File: config.mk
export PLATFORM = sky130hd
export DESIGN_NAME = vga_sync
export DESIGN_NICKNAME = d
export VERILOG_FILES = /design/src/rtl/vga_pkg.sv /design/src/rtl/mod_counter.sv /design/src/rtl/vga_sync.sv
export SDC_FILE = /design/constraint.sdc
export NUM_CORES = 1
export LEC_CHECK = 0
export ABC_AREA = 1
export CAP_MARGIN = 10
export CORE_UTILIZATION = 50
export CTS_BUF_LIST = sky130_fd_sc_hd__clkbuf_8
export CTS_CLUSTER_DIAMETER = 30
export CTS_CLUSTER_SIZE = 16
export DETAILED_ROUTE_END_ITERATION = 16
export HOLD_SLACK_MARGIN = 0.02
export PLACE_DENSITY_LB_ADDON = 0.1
export SETUP_SLACK_MARGIN = 0.1
export SYNTH_ARGS = -nofsm -noshare
export SYNTH_HDL_FRONTEND = slang
export SYNTH_SLANG_ARGS = --single-unit
File: constraint.sdc
create_clock -name clk -period 1.9 [get_ports clk]
set_input_delay 0.19 -clock clk [delete_from_list [all_inputs] [get_ports clk]]
set_output_delay 0.19 -clock clk [all_outputs]
set_load 0.05 [all_outputs]
File: src/rtl/vga_pkg.sv
// Shared VGA timing constants (640x480@60 defaults), counter width and sync polarity.
// Also holds the window-compare helper used for the sync pulses.
package vga_pkg;

  localparam int CNT_W = 11;

  localparam int H_VISIBLE_DEF = 640;
  localparam int H_FP_DEF      = 16;
  localparam int H_SYNC_DEF    = 96;
  localparam int H_BP_DEF      = 48;
  localparam int H_TOTAL_DEF   = H_VISIBLE_DEF + H_FP_DEF + H_SYNC_DEF + H_BP_DEF;

  localparam int V_VISIBLE_DEF = 480;
  localparam int V_FP_DEF      = 10;
  localparam int V_SYNC_DEF    = 2;
  localparam int V_BP_DEF      = 33;
  localparam int V_TOTAL_DEF   = V_VISIBLE_DEF + V_FP_DEF + V_SYNC_DEF + V_BP_DEF;

  localparam logic SYNC_ACTIVE = 1'b0;

  // Inclusive window test on unsigned counter values.
  function automatic logic in_window(input logic [CNT_W-1:0] v,
                                     input logic [CNT_W-1:0] lo,
                                     input logic [CNT_W-1:0] hi);
    return (v >= lo) && (v <= hi);
  endfunction

endpackage

File: src/rtl/mod_counter.sv
// Modulo-MOD up counter with enable; wrap flags the enabled step from MOD-1 back to 0.
module mod_counter
  import vga_pkg::*;
#(
  parameter int MOD = 2
) (
  input  logic             clk,
  input  logic             rst_n,
  input  logic             en,
  output logic [CNT_W-1:0] value,
  output logic             wrap
);

  localparam logic [CNT_W-1:0] LAST = CNT_W'(MOD - 1);

  logic [CNT_W-1:0] value_q;
  logic [CNT_W-1:0] value_d;

  // Next count: wrap at the terminal value, otherwise step when enabled.
  always_comb begin
    value_d = value_q;
    wrap    = en && (value_q == LAST);
    if (wrap) begin
      value_d = '0;
    end else if (en) begin
      value_d = value_q + 11'd1;
    end else begin
      value_d = value_q;
    end
  end

  // Count register with synchronous active-low reset.
  always_ff @(posedge clk) begin
    if (!rst_n) begin
      value_q <= '0;
    end else begin
      value_q <= value_d;
    end
  end

  assign value = value_q;

endmodule

File: src/rtl/vga_sync.sv
// VGA timing generator: pixel-clock divider, horizontal/vertical scan counters and
// registered sync / video_on / frame_start outputs aligned with the counters.
module vga_sync
  import vga_pkg::*;
#(
  parameter int H_VISIBLE = H_VISIBLE_DEF,
  parameter int H_FP      = H_FP_DEF,
  parameter int H_SYNC    = H_SYNC_DEF,
  parameter int H_BP      = H_BP_DEF,
  parameter int V_VISIBLE = V_VISIBLE_DEF,
  parameter int V_FP      = V_FP_DEF,
  parameter int V_SYNC    = V_SYNC_DEF,
  parameter int V_BP      = V_BP_DEF,
  parameter int CLK_DIV   = 2
) (
  input  logic             clk,
  input  logic             rst_n,
  output logic [CNT_W-1:0] pixel_col,
  output logic [CNT_W-1:0] pixel_row,
  output logic             video_on,
  output logic             hsync,
  output logic             vsync,
  output logic             pix_tick,
  output logic             frame_start
);

  localparam int H_TOTAL = H_VISIBLE + H_FP + H_SYNC + H_BP;
  localparam int V_TOTAL = V_VISIBLE + V_FP + V_SYNC + V_BP;

  localparam logic [CNT_W-1:0] H_VIS    = CNT_W'(H_VISIBLE);
  localparam logic [CNT_W-1:0] V_VIS    = CNT_W'(V_VISIBLE);
  localparam logic [CNT_W-1:0] HS_FIRST = CNT_W'(H_VISIBLE + H_FP);
  localparam logic [CNT_W-1:0] HS_LAST  = CNT_W'(H_VISIBLE + H_FP + H_SYNC - 1);
  localparam logic [CNT_W-1:0] VS_FIRST = CNT_W'(V_VISIBLE + V_FP);
  localparam logic [CNT_W-1:0] VS_LAST  = CNT_W'(V_VISIBLE + V_FP + V_SYNC - 1);
  localparam logic [CNT_W-1:0] DIV_LAST = CNT_W'(CLK_DIV - 1);

  logic [CNT_W-1:0] div_value;
  logic             div_wrap;
  logic [CNT_W-1:0] col;
  logic             h_wrap;
  logic [CNT_W-1:0] row;
  logic             v_wrap;

  logic [CNT_W-1:0] col_nxt;
  logic [CNT_W-1:0] row_nxt;

  logic hsync_d, hsync_q;
  logic vsync_d, vsync_q;
  logic video_on_d, video_on_q;
  logic frame_start_d, frame_start_q;
  logic started_q;

  mod_counter #(.MOD(CLK_DIV)) u_div (
    .clk   (clk),
    .rst_n (rst_n),
    .en    (1'b1),
    .value (div_value),
    .wrap  (div_wrap)
  );

  mod_counter #(.MOD(H_TOTAL)) u_hcnt (
    .clk   (clk),
    .rst_n (rst_n),
    .en    (div_wrap),
    .value (col),
    .wrap  (h_wrap)
  );

  mod_counter #(.MOD(V_TOTAL)) u_vcnt (
    .clk   (clk),
    .rst_n (rst_n),
    .en    (h_wrap),
    .value (row),
    .wrap  (v_wrap)
  );

  assign pix_tick = (div_value == DIV_LAST);

  // Decode outputs from the counter values the next edge will load, so they switch with them.
  always_comb begin
    col_nxt = col;
    row_nxt = row;
    if (h_wrap) begin
      col_nxt = '0;
    end else if (pix_tick) begin
      col_nxt = col + 11'd1;
    end else begin
      col_nxt = col;
    end
    if (v_wrap) begin
      row_nxt = '0;
    end else if (h_wrap) begin
      row_nxt = row + 11'd1;
    end else begin
      row_nxt = row;
    end
    hsync_d       = in_window(col_nxt, HS_FIRST, HS_LAST) ? SYNC_ACTIVE : ~SYNC_ACTIVE;
    vsync_d       = in_window(row_nxt, VS_FIRST, VS_LAST) ? SYNC_ACTIVE : ~SYNC_ACTIVE;
    video_on_d    = (col_nxt < H_VIS) && (row_nxt < V_VIS);
    // First edge out of reset starts a frame just like a vertical wrap.
    frame_start_d = !started_q || v_wrap;
  end

  // Output registers; reset forces sync inactive and aborts the frame.
  always_ff @(posedge clk) begin
    if (!rst_n) begin
      hsync_q       <= ~SYNC_ACTIVE;
      vsync_q       <= ~SYNC_ACTIVE;
      video_on_q    <= 1'b0;
      frame_start_q <= 1'b0;
      started_q     <= 1'b0;
    end else begin
      hsync_q       <= hsync_d;
      vsync_q       <= vsync_d;
      video_on_q    <= video_on_d;
      frame_start_q <= frame_start_d;
      started_q     <= 1'b1;
    end
  end

  assign pixel_col   = col;
  assign pixel_row   = row;
  assign hsync       = hsync_q;
  assign vsync       = vsync_q;
  assign video_on    = video_on_q;
  assign frame_start = frame_start_q;

endmodule

==> out/metrics.yaml <==
final_cell_mix: "nand2_1 (114), nor2_1 (56), inv_1 (36)"
start_util: 0.539
diodes: 0
worstSetupStartpointType: "register"
finalHoldViolCount: 0
critPathCaptureType: "output pin"
die_h_um: 68.8
grt_pass1_vias: 2011
drt-total-wl_um: 5600
gp_congestion: 0.856
yosysTopAreaCell: "dfxtp_1"
max_freq_mhz: 571
setup_slack_ns: 0.149
synth_seq_cells: 38
maxSlewHeadroom: 0.661
critPathKind: "reg2out"
clk_pin_slew_ns: 0.08
regArea_sq_um: 783
cts_root_buffer: "clkbuf_8"
status: "finished clean"
dpl_cell_area_sq_um: 2620
slowest_delay_ns: 0.84
drc_errors: 0
finalCriticalPeriod_ns: 1.75
maxCapViolations: 0
clock-sinks: 38
first_iter_violations: 135
grt_max_degree: 18
synth_area_sq_um: 2230
min_path_type: "reg2reg"
grt_usage: 0.243
multiInputGateArea_sq_um: 1360
cp_cell_sequence: "clkdlybuf4s50_1"
ys_warn_count: 0
antenna_found_initial: 0
cts_tree: "built"
rsz0062_at_grt: "true"
pre_cts_ws_ns: 0.0651
hpwlAfterDp_um: 4060
drive_above_1_share: 0.184
cts_buffer_depth: 2
path_max_fanout: 6
area_growth_pct: 29.5
synth.top_cell.area_share: 0.341
row_count: 23
layout_commonest_cell: "nand2_1"
cp_num_buf_inv: 1
die_w_um: 68.8
final.setup.tns_ns: 0
seq_area_frac_synth: 0.341
numCtsBuffers: 5
ioPinCount: 29
overflow: 0
htreeDepth: 2
vdd_drop_max_v: 0.000406
ctsHoldBuffers: 0
antenna_left: 0
core_sq_um: 4140
synthCells: 357
grt_pass1_wl_um: 8500
p_total_uw: 1790
synth.area.top_cells: "dfxtp_1 (34%), nand2_1 (20%), nor2_1 (9.9%)"
period_share: 0.922
drt_pass1_iterations: 4
synth.distinct_cells: 29
clk_latency_ns: 0.29
power_density_nw_per_um2: 619
die_area_sq_um: 4740
io_buffers: 28
path_delay_family: "buffers and inverters"
vias_per_cell: 5.15
cp.arrival_ns: 1.56
nets: 414
crit_required_ns: 1.71
detail_route.wl_per_cell_um: 12.2
fin_area_sq_um: 2890
syn_area_per_cell_sq_um: 6.25
synthesis.nets: 364
p_leak_uw: 0.00137
via_count: 2360
critPathSlowestCell: "clkdlybuf4s50_1"
tightest_slew_ns: 0.507
fill_cells: 373
clock_skew_ns: 0.00890
finalSetupViolCount: 0
final_util: 0.697
slew_viol_final: 0
==> cell families after synthesis <==
family	Yosys count	synth area share
buf+inv	50	0.0886
compound gates	20	0.0504
flops	38	0.341
xor+xnor	6	0.0235
fa+ha+maj	5	0.0280
simple gates	238	0.469
==> repair_timing <==
action / in CTS / in global routing
setup buffers: 0 / 11
setup endpoints to repair: 5 / 7
pin swaps: 0 / 13
gates resized for setup: 4 / 22
cloned: 0 / 2
hold endpoints to repair: 0 / 0
==> registers in the layout, summed over array words and instances (netlist names) <==
register and count:
video_on 1, u_hcnt.value 11, u_div.value 11, started_q 1
hsync 1, vsync 1, u_vcnt.value 11, frame_start 1
==> power breakdown <==
group | internal (uW) | switching (uW)
Clock | 292 | 284
Combinational | 127 | 223
Sequential | 827 | 36.6
Total | 1250 | 544
==> cell usage after synthesis, drive strengths merged <==
| cell type | instances |
|---|---|
| a31oi | 1 |
| inv | 45 |
| nor2 | 65 |
| dfxtp | 38 |
| a21oi | 10 |
| nor3b | 1 |
| buf | 3 |
| clkinv | 1 |
| clkbuf | 1 |
| a211oi | 1 |
| nor3 | 11 |
| nand2 | 121 |
| xor2 | 6 |
| o21ai | 6 |
| nand3 | 27 |
| o21a | 2 |
| nand4 | 12 |
| ha | 5 |
| and2 | 1 |
==> layer usage <==
layer | vias up | GRT usage | share of wire
met5 | - | 0 | 0
met4 | 0 | 0.0740 | 0.0096
met3 | 6 | 0.0395 | 0.043
met2 | 57 | 0.429 | 0.49
met1 | 1073 | 0.300 | 0.46
li1 | 1224 | - | -
==> metrics by stage <==
| step | hold slack (ns) | instances |
|---|---|---|
| detailed placement | 0.417 | 437 |
| finish | 0.422 | 458 |
| global route | 0.461 | 458 |
| floorplan | 0.218 | 357 |
| CTS | 0.431 | 445 |
| global placement | 0.437 | 437 |
==> worst paths after layout <==
check                   from           end  slack (ns)  cells after the start
max          u_hcnt.value[6]  pixel_col[6]        0.15                      1
min                started_q   frame_start        0.42                      1
max reg2reg  u_hcnt.value[0]      video_on        0.17                     12
min reg2reg        started_q   frame_start        0.42                      1
==> area by class of cell <==
cell class / count / share of cell area
Sequential cell: 38 / 0.271
Tap cell: 50 / 0.0216
Clock inverter: 2 / 0.00433
Clock buffer: 6 / 0.0286
Timing Repair Buffer: 45 / 0.145
Inverter: 46 / 0.0597
Multi-Input combinational cell: 271 / 0.470
Power figures use the tool's default switching activity.
